==> src/rtl/wash_pkg.sv <==
// Shared types and default timing for the wash start sequencer.
package wash_pkg;

    typedef enum logic [2:0] {
        IDLE   = 3'd0,
        LOCK   = 3'd1,
        RUN    = 3'd2,
        UNLOCK = 3'd3,
        FAULT  = 3'd4
    } state_e;

    localparam int MINUTE_W = 7;

    localparam int DEF_TICK_DIV        = 6000;
    localparam int DEF_DEBOUNCE_CYCLES = 16;
    localparam int DEF_LOCK_CYCLES     = 50;
    localparam int DEF_UNLOCK_CYCLES   = 50;
    localparam int DEF_MAX_MINUTES     = 110;

    localparam logic [MINUTE_W-1:0] MINUTE_SAT = '1;

endpackage

==> src/rtl/wash_debounce.sv <==
// Two-flop synchroniser, stable-count debouncer and rising-edge event for
// one front-panel input.
module wash_debounce
    import wash_pkg::*;
#(
    parameter int DEBOUNCE_CYCLES = DEF_DEBOUNCE_CYCLES
) (
    input  logic clk,
    input  logic rst_n,
    input  logic raw,
    output logic level,
    output logic rise
);

    localparam int CNT_W = $clog2(DEBOUNCE_CYCLES + 1);
    localparam logic [CNT_W-1:0] CNT_LAST = CNT_W'(DEBOUNCE_CYCLES - 1);

    logic             sync1_q, sync2_q;
    logic             level_q, level_d;
    logic             rise_q, rise_d;
    logic [CNT_W-1:0] cnt_q, cnt_d;

    // Any cycle where the synchronised value agrees with the level restarts
    // the count, so only an unbroken run of disagreement flips the level.
    always_comb begin
        level_d = level_q;
        rise_d  = 1'b0;
        cnt_d   = '0;
        if (sync2_q != level_q) begin
            if (cnt_q == CNT_LAST) begin
                level_d = sync2_q;
                rise_d  = sync2_q;
            end else begin
                cnt_d = cnt_q + 1'b1;
            end
        end
    end

    always_ff @(posedge clk) begin
        if (!rst_n) begin
            sync1_q <= 1'b0;
            sync2_q <= 1'b0;
            level_q <= 1'b0;
            rise_q  <= 1'b0;
            cnt_q   <= '0;
        end else begin
            sync1_q <= raw;
            sync2_q <= sync1_q;
            level_q <= level_d;
            rise_q  <= rise_d;
            cnt_q   <= cnt_d;
        end
    end

    assign level = level_q;
    assign rise  = rise_q;

endmodule

==> src/rtl/wash_start_sequencer.sv <==
// Front-panel run sequencer: door locking, minute ticks to the wash
// controller, run-end unlock and door/overtime fault supervision.
module wash_start_sequencer
    import wash_pkg::*;
#(
    parameter int TICK_DIV        = DEF_TICK_DIV,
    parameter int DEBOUNCE_CYCLES = DEF_DEBOUNCE_CYCLES,
    parameter int LOCK_CYCLES     = DEF_LOCK_CYCLES,
    parameter int UNLOCK_CYCLES   = DEF_UNLOCK_CYCLES,
    parameter int MAX_MINUTES     = DEF_MAX_MINUTES
) (
    input  logic                clk,
    input  logic                rst_n,
    input  logic                btn_start_raw,
    input  logic                btn_cancel_raw,
    input  logic                door_closed_raw,
    input  logic                cycle_done,
    output logic                step_tick,
    output logic                running,
    output logic                door_lock,
    output logic                fault,
    output logic                cycle_end,
    output logic [MINUTE_W-1:0] minute_count
);

    localparam int PRE_W = $clog2(TICK_DIV);
    localparam int TMR_MAX = (LOCK_CYCLES > UNLOCK_CYCLES) ? LOCK_CYCLES : UNLOCK_CYCLES;
    localparam int TMR_W = $clog2(TMR_MAX + 1);

    localparam logic [PRE_W-1:0]    PRE_LAST    = PRE_W'(TICK_DIV - 1);
    localparam logic [TMR_W-1:0]    LOCK_LAST   = TMR_W'(LOCK_CYCLES - 1);
    localparam logic [TMR_W-1:0]    UNLOCK_LAST = TMR_W'(UNLOCK_CYCLES - 1);
    localparam logic [MINUTE_W-1:0] MAX_MIN     = MINUTE_W'(MAX_MINUTES);

    logic start_ev, cancel_ev, door_closed;
    logic start_lvl, cancel_lvl, door_rise;
    logic unused_dbnc;

    wash_debounce #(.DEBOUNCE_CYCLES(DEBOUNCE_CYCLES)) u_start (
        .clk(clk), .rst_n(rst_n), .raw(btn_start_raw), .level(start_lvl), .rise(start_ev)
    );
    wash_debounce #(.DEBOUNCE_CYCLES(DEBOUNCE_CYCLES)) u_cancel (
        .clk(clk), .rst_n(rst_n), .raw(btn_cancel_raw), .level(cancel_lvl), .rise(cancel_ev)
    );
    wash_debounce #(.DEBOUNCE_CYCLES(DEBOUNCE_CYCLES)) u_door (
        .clk(clk), .rst_n(rst_n), .raw(door_closed_raw), .level(door_closed), .rise(door_rise)
    );

    assign unused_dbnc = ^{start_lvl, cancel_lvl, door_rise};

    state_e              state_q, state_d;
    logic [PRE_W-1:0]    prescaler_q, prescaler_d;
    logic [TMR_W-1:0]    timer_q, timer_d;
    logic [MINUTE_W-1:0] minute_q, minute_d;
    logic                tick;
    logic                step_tick_q, step_tick_d;
    logic                running_q, running_d;
    logic                door_lock_q, door_lock_d;
    logic                fault_q, fault_d;
    logic                cycle_end_q, cycle_end_d;

    always_ff @(posedge clk) begin
        if (!rst_n) begin
            state_q     <= IDLE;
            prescaler_q <= '0;
            timer_q     <= '0;
            minute_q    <= '0;
            step_tick_q <= 1'b0;
            running_q   <= 1'b0;
            door_lock_q <= 1'b0;
            fault_q     <= 1'b0;
            cycle_end_q <= 1'b0;
        end else begin
            state_q     <= state_d;
            prescaler_q <= prescaler_d;
            timer_q     <= timer_d;
            minute_q    <= minute_d;
            step_tick_q <= step_tick_d;
            running_q   <= running_d;
            door_lock_q <= door_lock_d;
            fault_q     <= fault_d;
            cycle_end_q <= cycle_end_d;
        end
    end

    // Prescaler and timers fall back to zero whenever they are not advancing.
    always_comb begin
        state_d     = state_q;
        prescaler_d = '0;
        timer_d     = '0;
        minute_d    = minute_q;
        tick        = 1'b0;
        case (state_q)
            IDLE: begin
                if (start_ev && door_closed) begin
                    state_d  = LOCK;
                    minute_d = '0;
                end
            end
            LOCK: begin
                if (!door_closed || cancel_ev)  state_d = IDLE;
                else if (timer_q == LOCK_LAST)  state_d = RUN;
                else                            timer_d = timer_q + 1'b1;
            end
            RUN: begin
                if (!door_closed)                 state_d = FAULT;
                else if (cycle_done || cancel_ev) state_d = UNLOCK;
                else if (minute_q == MAX_MIN)     state_d = FAULT;
                else if (prescaler_q == PRE_LAST) begin
                    tick = 1'b1;
                    if (minute_q != MINUTE_SAT) minute_d = minute_q + 1'b1;
                end else begin
                    prescaler_d = prescaler_q + 1'b1;
                end
            end
            UNLOCK: begin
                if (timer_q == UNLOCK_LAST) state_d = IDLE;
                else                        timer_d = timer_q + 1'b1;
            end
            FAULT: begin
                if (cancel_ev) state_d = IDLE;
            end
            default: state_d = IDLE;
        endcase
    end

    // Outputs are decoded from the next state so they register with it.
    always_comb begin
        step_tick_d = tick;
        running_d   = (state_d == RUN);
        door_lock_d = (state_d == LOCK) || (state_d == RUN) || (state_d == UNLOCK);
        fault_d     = (state_d == FAULT);
        cycle_end_d = (state_q == UNLOCK) && (state_d == IDLE);
    end

    assign step_tick    = step_tick_q;
    assign running      = running_q;
    assign door_lock    = door_lock_q;
    assign fault        = fault_q;
    assign cycle_end    = cycle_end_q;
    assign minute_count = minute_q;

endmodule

==> config.mk <==
export PLATFORM = sky130hd
export DESIGN_NAME = wash_start_sequencer
export DESIGN_NICKNAME = d
export VERILOG_FILES = /design/src/rtl/wash_pkg.sv /design/src/rtl/wash_debounce.sv /design/src/rtl/wash_start_sequencer.sv
export SDC_FILE = /design/constraint.sdc
export NUM_CORES = 1
export LEC_CHECK = 0
export ABC_CLOCK_PERIOD_IN_PS = 5900
export BUFFER_PORTS_ARGS = -buffer_cell sky130_fd_sc_hd__clkbuf_2
export CORE_MARGIN = 2
export CORE_UTILIZATION = 39
export CTS_CLUSTER_DIAMETER = 100
export DETAILED_ROUTE_END_ITERATION = 8
export GPL_TIMING_DRIVEN = 0
export SKIP_LAST_GASP = 1
export SYNTH_ARGS = -nofsm -noshare
export SYNTH_HDL_FRONTEND = slang
export SYNTH_SLANG_ARGS = --single-unit
export TNS_END_PERCENT = 5
==> constraint.sdc <==
create_clock -name clk -period 5.9 [get_ports clk]
set_input_delay 0.295 -clock clk [delete_from_list [all_inputs] [get_ports clk]]
set_output_delay 0.295 -clock clk [all_outputs]
set_load 0.005 [all_outputs]
==> results of run 1 <==
[cell usage in the layout (no fill, tap or decap), types with 2 or more instances in the layout]
| cell type | count |
|---|---|
| dfxtp_1 | 60 |
| nor2_1 | 45 |
| clkbuf_2 | 17 |
| xor2_1 | 13 |
| nand3_1 | 12 |
| and3_1 | 11 |
| xnor2_1 | 11 |
| ha_1 | 11 |
| inv_1 | 10 |
| nand2_1 | 10 |
| clkbuf_8 | 10 |
| and2_1 | 8 |
| nor2b_1 | 7 |
| clkbuf_1 | 6 |
| nand4_1 | 6 |
| o21ai_0 | 5 |
| mux2i_1 | 4 |
| o211ai_1 | 4 |
| nand3b_1 | 3 |
| nand2b_1 | 3 |
| nor3_1 | 3 |
| and4_1 | 3 |
| and4b_1 | 2 |
| or2_2 | 2 |
| nor4b_1 | 2 |
| a21oi_1 | 2 |
| o22ai_1 | 2 |
| o41ai_1 | 2 |
| clkinv_2 | 2 |
[state kept, by name (all words and copies together), names as in the netlist, 3 cells and up]
register	flops
minute_count	7
prescaler_q	13
state_q	3
timer_q	6
u_cancel.cnt_q	5
u_door.cnt_q	5
u_start.cnt_q	5
[routing by layer]
layer  up-vias  track usage [%]  wire, µm
met5         -                0         0
met4         0             6.26        80
met3        10             5.17       165
met2        29             19.6      1760
met1       845             16.9      2170
li1        937                -         -
[worst min path at each step]
stage,end,depth (start not counted)
global placement,u_cancel.sync2_q$_SDFF_PN0_,1
global route,u_start.sync1_q$_SDFF_PN0_,2
finish,u_cancel.sync1_q$_SDFF_PN0_,2
floorplan,u_cancel.sync2_q$_SDFF_PN0_,1
CTS,u_cancel.sync1_q$_SDFF_PN0_,2
detailed placement,u_start.sync2_q$_SDFF_PN0_,1
[logic make-up (layout without fill, tap and decap cells)]
family | Yosys count | in the layout | share of synthesized area, %
DFF | 60 | 60 | 49.2
and+or+nand+nor | 123 | 123 | 26.7
adders and majority gates | 11 | 11 | 5.64
AOI/OAI and AO/OA | 21 | 21 | 6.00
buffers and inverters | 14 | 47 | 2.15
muxes | 4 | 4 | 1.64
xor gates and xnor gates | 24 | 24 | 8.62
[per-stage QoR]
step                hold slack (ns)  setup slack [ns]  std cells  area (µm²)  utilization (%)
floorplan                     0.412              3.82        257        2440                -
global placement              0.415              3.55        349        2620             43.7
detailed placement            0.421              3.46        349        2620             43.7
CTS                           0.147              3.45        365        2810             47.0
global route                  0.155              3.29        365        2810             47.0
finish                        0.164              3.48        365        2810             47.0
[cell type report]
cell class / count / area, µm² / area share (%)
Sequential cell: 60 / 1200 / 42.7
Multi-Input combinational cell: 183 / 1190 / 42.2
Clock buffer: 12 / 145 / 5.16
Tap cell: 75 / 93.8 / 3.34
Timing Repair Buffer: 17 / 85.1 / 3.02
Clock inverter: 4 / 48.8 / 1.73
Inverter: 10 / 37.5 / 1.33
Buffer: 4 / 15.0 / 0.534
[power breakdown]
part           internal, mW  switching, mW
logic               0.00418        0.00657
registers             0.408        0.00119
clock network         0.206          0.154
total                 0.618          0.162
==> results.txt, run 1 <==
----------------------------------------------------
[Worst setup path]
  Slowest cell on the critical path ... nor4b_1
  Sequence of cells on the critical path ... or3b_4, or2_0, nor4b_1, a21oi_1, a31o_2
  Start point of the critical path ... u_door.level$_SDFFE_PN0P_
  Highest net fanout along the worst path ... 7
  Slowest stage delay, CP ... 0.78 ns
  Termination of the worst setup path ... minute_count[2]$_SDFFE_PN0P_
  Crit path arrival time ... ~2.7 ns
  R2R cell count ... 5
  Number of buffers and inverters on the critical path ... 0
  Startpoint of the worst-slack reg-to-reg timing path ... u_door.level$_SDFFE_PN0P_
  Reg-to-reg setup timing slack ... between 3 and 4 ns
  Type of element launching the critical path ... register
  Crit path capture type ... register
  Number of cells on the critical path ... 5
  Type of the worst setup path ... reg -> reg
  Data required, critical path ... 6.13 ns
  Critical path's top delay family ... simple AND/OR/NAND/NOR gates
  FF-to-FF End ... minute_count[2]$_SDFFE_PN0P_

[Layout]
  Number of nets in the layout ... 302
  Share of final-layout standard cells stronger than drive strength 1 ... 12.1%
  Fill cell total of the finished layout ... 588
  Area Growth Syn to Fin ... 15.3%
  Total inserted antenna cells ... 0

[Die]
  Height of the chip ... between 80 and 90 µm
  Std cell rows ... 28
  Core footprint ... around 0.006 mm²
  Total I/O pin count ... 18
  Die footprint ... 0.00690 mm²
  Horizontal extent of the die ... 83.1 µm
  Effective utilization at floorplan ... 40.7%

[Global routing]
  Residual overflow from global routing ... 0
  Vias in the first global route ... 1690
  First-pass GRT wire length ... 7330 µm
  GRT Resource Usage Total ... 13.3%
  Largest net degree at the start of global routing ... 11
  Antenna violations before repair ... 0

[Routing]
  Average routed wire per standard cell ... 11.4 µm
  Post-detailed-routing wire length ... 4180 µm
  Remaining antenna violation count after routing ... 0
  Vias after detailed routing ... 1821
  Vias/cell ... between 4 and 5
  1st-pass router iterations ... 4
  Total DRC errors in the routed layout ... 0
  Number of DRC violations after detailed-routing iteration 0 ... 34

[Timing]
  Ratio of final minimum period to clock period ... 41.0%
  Worst Skew ... 0.00531 ns
  Fmax ... just over 400 MHz
  Count of endpoints failing setup in the final report ... 0
  Max_slew headroom ... 41.0%
  Post-route minimum period ... 2.42 ns
  Slew @ Worst Pin ... 0.873 ns
  Final count of pins violating max slew ... 0
  Unrepaired setup endpoints after global routing ... false
  Total Negative Setup Slacks ... 0 ns
  Hold Vio Cnt, Final ... 0

[Clocking]
  Setup bufs post-CTS ... 0
  Clock buffers created by TritonCTS ... 9
  Clock input transition at the sequential cells of the worst setup and hold paths ... 0.07 ns
  Clk Latency, worst-skew pair ... 0.33 ns
  Clock root buffer ... clkbuf_8
  H-Tree Depth ... 3
  Max Root-Sink Buffers ... 2
  Post-cts gate resize count ... 0
  Number of buffers inserted by hold repair at cts ... 0
  TritonCTS clock tree ... built
  # clock sinks ... 60

[Min path]
  Hold path startpoint ... btn_cancel_raw
  Class of the tightest hold or removal check ... in -> reg

[Synthesis]
  Synthesis-stage register bit count ... 60
  Post-synth EDFFs ... 0
  Commonest cells in the synthesized netlist ... dfxtp_1 (60), nor2_1 (45), xor2_1 (13)
  Ys Warns ... 0
  Number of cells produced by synthesis ... 257
  Area leader, netlist ... dfxtp_1
  Unique cell type count in the Yosys netlist ... 38
  Post-synth net total ... between 200 and 300
  Post-synthesis instance area ... 0.00244 mm²
  Synth Flop Type ... dfxtp_1
  Share of Yosys cell area claimed by the top area cell type ... 49.2%
  Async set-reset flop share out of synthesis ... 0%
  Top area cells in the synthesized netlist ... dfxtp_1 (49%), nor2_1 (6.9%), ha_1 (5.6%)
  Most frequently used cell type in the post-synthesis netlist ... dfxtp_1
  Sequential share of the synthesized area ... around 49%
  Synth Area per Inst ... 9.49 µm²

[Pwr]
  Peak supply drop ... 0.156 mV
  Power per cell area ... 277 mW/mm²
  Sum of internal, switching and leakage power ... 0.780 mW
  Cell leakage power ... 1.09 nW

[Placement]
  Gpl congestion ... 0.711
  Number of I/O port buffers ... 17
  Estimated wirelength of the detail-placed design ... roughly 2900 µm

[Flow run]
  Maximum Capacitance Violations ... 0

[Status]
  Status ... finished, final reports clean

----------------------------------------------------
(Power assumes the default switching activity.)
==> run 2, diff against run 1 <==
--- a/config.mk
+++ b/config.mk
@@ -5,7 +5,7 @@
 export SDC_FILE = /design/constraint.sdc
 export NUM_CORES = 1
 export LEC_CHECK = 0
-export ABC_CLOCK_PERIOD_IN_PS = 5900
+export ABC_CLOCK_PERIOD_IN_PS = 2000
 export BUFFER_PORTS_ARGS = -buffer_cell sky130_fd_sc_hd__clkbuf_2
 export CORE_MARGIN = 2
 export CORE_UTILIZATION = 39
==> constraint.sdc (replaced) <==
create_clock -name clk -period 2 [get_ports clk]
set_input_delay 0.1 -clock clk [delete_from_list [all_inputs] [get_ports clk]]
set_output_delay 0.1 -clock clk [all_outputs]
set_load 0.005 [all_outputs]
==> run 2 against run 1 <==
The run now ends with negative setup slack left. Critical path type unchanged. Non-clock buffer count is 8 higher. First-iteration DRC count is 47% higher. Largest cell class is now multi-input combinational cells. Via count is 1.3% higher. Clock-buffer cell count is 3 lower. Utilization is 2.3 points higher. Clock power grew to 3.0 times the previous value. Global-route usage is 0.29 points higher. Largest power group unchanged. Routed wire length is 2.4% higher. Sequential share of layout area is 1.6 points lower. Critical path depth stayed put.
==> results.txt, run 2 (synthesized netlist as in run 1, its figures left out) <==
----------------------------------------------------
[Timing]
  Fmax ... slightly below 500 MHz
  Unrepaired setup endpoints after global routing ... true
  Slew @ Worst Pin ... 0.513 ns
  Hold Vio Cnt, Final ... 0
  Max_slew headroom ... roughly two thirds
  Ratio of final minimum period to clock period ... 101%
  Total Negative Setup Slacks ... -0.0216 ns
  Worst Skew ... 0.00654 ns
  Final count of pins violating max slew ... 0
  Count of endpoints failing setup in the final report ... 1
  Post-route minimum period ... 2.02 ns
  Minimum setup slack in the final design ... -0.0216 ns

[Worst setup path]
  Data required, critical path ... 2.27 ns
  Slowest cell on the critical path ... or4b_4
  Highest net fanout along the worst path ... 5
  Critical path's top delay family ... simple AND/OR/NAND/NOR gates
  Slowest stage delay, CP ... 0.48 ns
  Type of element launching the critical path ... register
  Sequence of cells on the critical path ... or3b_4, or2_4, or4b_4, or3_1, a21oi_1
  Crit path capture type ... register
  Type of the worst setup path ... reg -> reg
  Start point of the critical path ... state_q[2]$_SDFF_PN0_
  Crit path arrival time ... 2.29 ns
  Startpoint of the worst-slack reg-to-reg timing path ... state_q[2]$_SDFF_PN0_
  Number of buffers and inverters on the critical path ... 0

[Clocking]
  Clk Latency, worst-skew pair ... 0.34 ns
  # clock sinks ... 60
  Clock root buffer ... clkbuf_8
  Max Root-Sink Buffers ... 2
  Clock input transition at the sequential cells of the worst setup and hold paths ... 0.07 ns
  Clock buffers created by TritonCTS ... 9
  TritonCTS clock tree ... built
  H-Tree Depth ... 3

[Min path]
  Class of the tightest hold or removal check ... in -> reg
  Hold path startpoint ... rst_n

[Pwr]
  Cell leakage power ... approximately 1.1 nW
  Clock share of power ... 46.3%
  Net switching share of the total power ... approximately 22%
  Share of power burned in combinational logic ... 1.6%
  Proportion of power drawn by flip-flops and latches ... 52.1%
  Peak supply drop ... 0.479 mV
  Power per cell area ... 783 mW/mm²
  Internal Pwr Total ... 1.79 mW
  Sum of internal, switching and leakage power ... 2.31 mW
  Power spent charging and discharging nets ... 0.516 mW

[Global routing]
  Antenna violations before repair ... 0
  Vias in the first global route ... 1701
  Residual overflow from global routing ... 0
  First-pass GRT wire length ... 7580 µm
  Largest net degree at the start of global routing ... 13
  GRT Resource Usage Total ... 13.6%

[Status]
  Violated checks ... negative setup slack
  Status ... complete, but fails checks

[Routing]
  Vias/cell ... 4.95
  Vias after detailed routing ... 1845
  Number of DRC violations after detailed-routing iteration 0 ... 50
  Average routed wire per standard cell ... 11.5 µm
  Total DRC errors in the routed layout ... 0
  Remaining antenna violation count after routing ... 0
  1st-pass router iterations ... 4
  Post-detailed-routing wire length ... 4280 µm

[Die]
  Height of the chip ... 83.1 µm
  Die footprint ... a little under 0.007 mm²
  Horizontal extent of the die ... 83.1 µm
  Effective utilization at floorplan ... slightly above 40%
  Std cell rows ... 28
  Total I/O pin count ... 18
  Core footprint ... between 0.005 and 0.006 mm²

[Placement]
  Estimated wirelength of the detail-placed design ... 2950 µm
  Cell area after placement ... roughly 0.0026 mm²
  Placed cell count ... between 300 and 400
  Number of I/O port buffers ... 17
  Gpl congestion ... 0.737

[Layout]
  Most flop-heavy register ... prescaler_q
  Total inserted antenna cells ... 0
  Non-filler cells, final ... roughly 370
  Most common cell after layout, fill and taps aside ... dfxtp_1
  Area Growth Syn to Fin ... 20.9%
  Number of nets in the layout ... 310
  Fill cell total of the finished layout ... slightly below 600
  Core occupancy in the finished layout ... 49.2%
  Share of final-layout standard cells stronger than drive strength 1 ... approximately a fifth
  Highest-count cells in the layout ignoring fill and taps ... dfxtp_1 (54), nor2_1 (45), clkbuf_2 (17), xor2_1 (13), nand3_1 (12)
  Max reg flops ... 13
  Layout Cell Area excl Fill ... 0.00295 mm²

[Flow run]
  Maximum Capacitance Violations ... 0

----------------------------------------------------
==> run 2: power groups by stage <==
stage / clock network [mW] / logic, mW / registers, mW
4_1_cts: 1.10 / 0.0372 / 1.20
6_report: 1.07 / 0.0376 / 1.20
5_1_grt: 1.17 / 0.0433 / 1.20
2_1_floorplan: 0 / 0.0188 / 1.23
3_3_place_gp: 0 / 0.0320 / 1.23
3_5_place_dp: 0 / 0.0321 / 1.23
==> run 2: what timing repair did <==
item | 4_1_cts | 5_1_grt
endpoints found under the hold margin | 3 | 0
pin swaps | 0 | 3
setup buffers | 1 | 5
resized for setup | 6 | 11
hold buffers | 3 | 0
endpoints found under the setup margin | 16 | 14
==> run 2: worst min-delay path, stage by stage <==
cell and delay [ns]:
clkbuf_2 0.16, nand2_1 0.10, nor3_1 0.05
==> run 2: layout make-up <==
cell class	count	area [µm²]	share of cell area, %
timing repair buffer	26	160	5.43
buffer	3	11.3	0.382
tap	75	93.8	3.18
sequential	60	1210	41.2
clock inverter	7	75.1	2.55
inverter	10	37.5	1.27
multi-input combinational	183	1230	41.8
clock buffer	9	124	4.20
==> run 2: path summary, 6_finish.rpt <==
path | end | slack (ns) | cells past startpoint
worst max-delay path | minute_count[3]$_SDFFE_PN0P_ | -0.02 | 5
worst min-delay path | step_tick$_SDFF_PP0_ | 0.12 | 3
worst max register to register | minute_count[3]$_SDFFE_PN0P_ | -0.02 | 5
worst min register to register | u_start.sync2_q$_SDFF_PN0_ | 0.43 | 1
==> run 2: metrics by stage <==
step | hold WS [ns] | setup WS, ns
final | 0.124 | -0.0216
after global routing | 0.151 | -0.0794
after detailed placement | 0.311 | -0.293
after floorplan | 0.227 | 0.00712
after global placement | 0.308 | -0.272
after CTS | 0.124 | -0.0900
==> run 2: per-layer routing <==
metal | vias up | share of wire [%] | wire length (µm) | GRT usage, %
met5 | - | 0 | 0 | 0
met4 | 0 | 1.4 | 61 | 4.92
met3 | 7 | 4.6 | 198 | 6.06
met2 | 27 | 45 | 1910 | 20.1
met1 | 845 | 49 | 2110 | 17.4
li1 | 966 | - | - | -
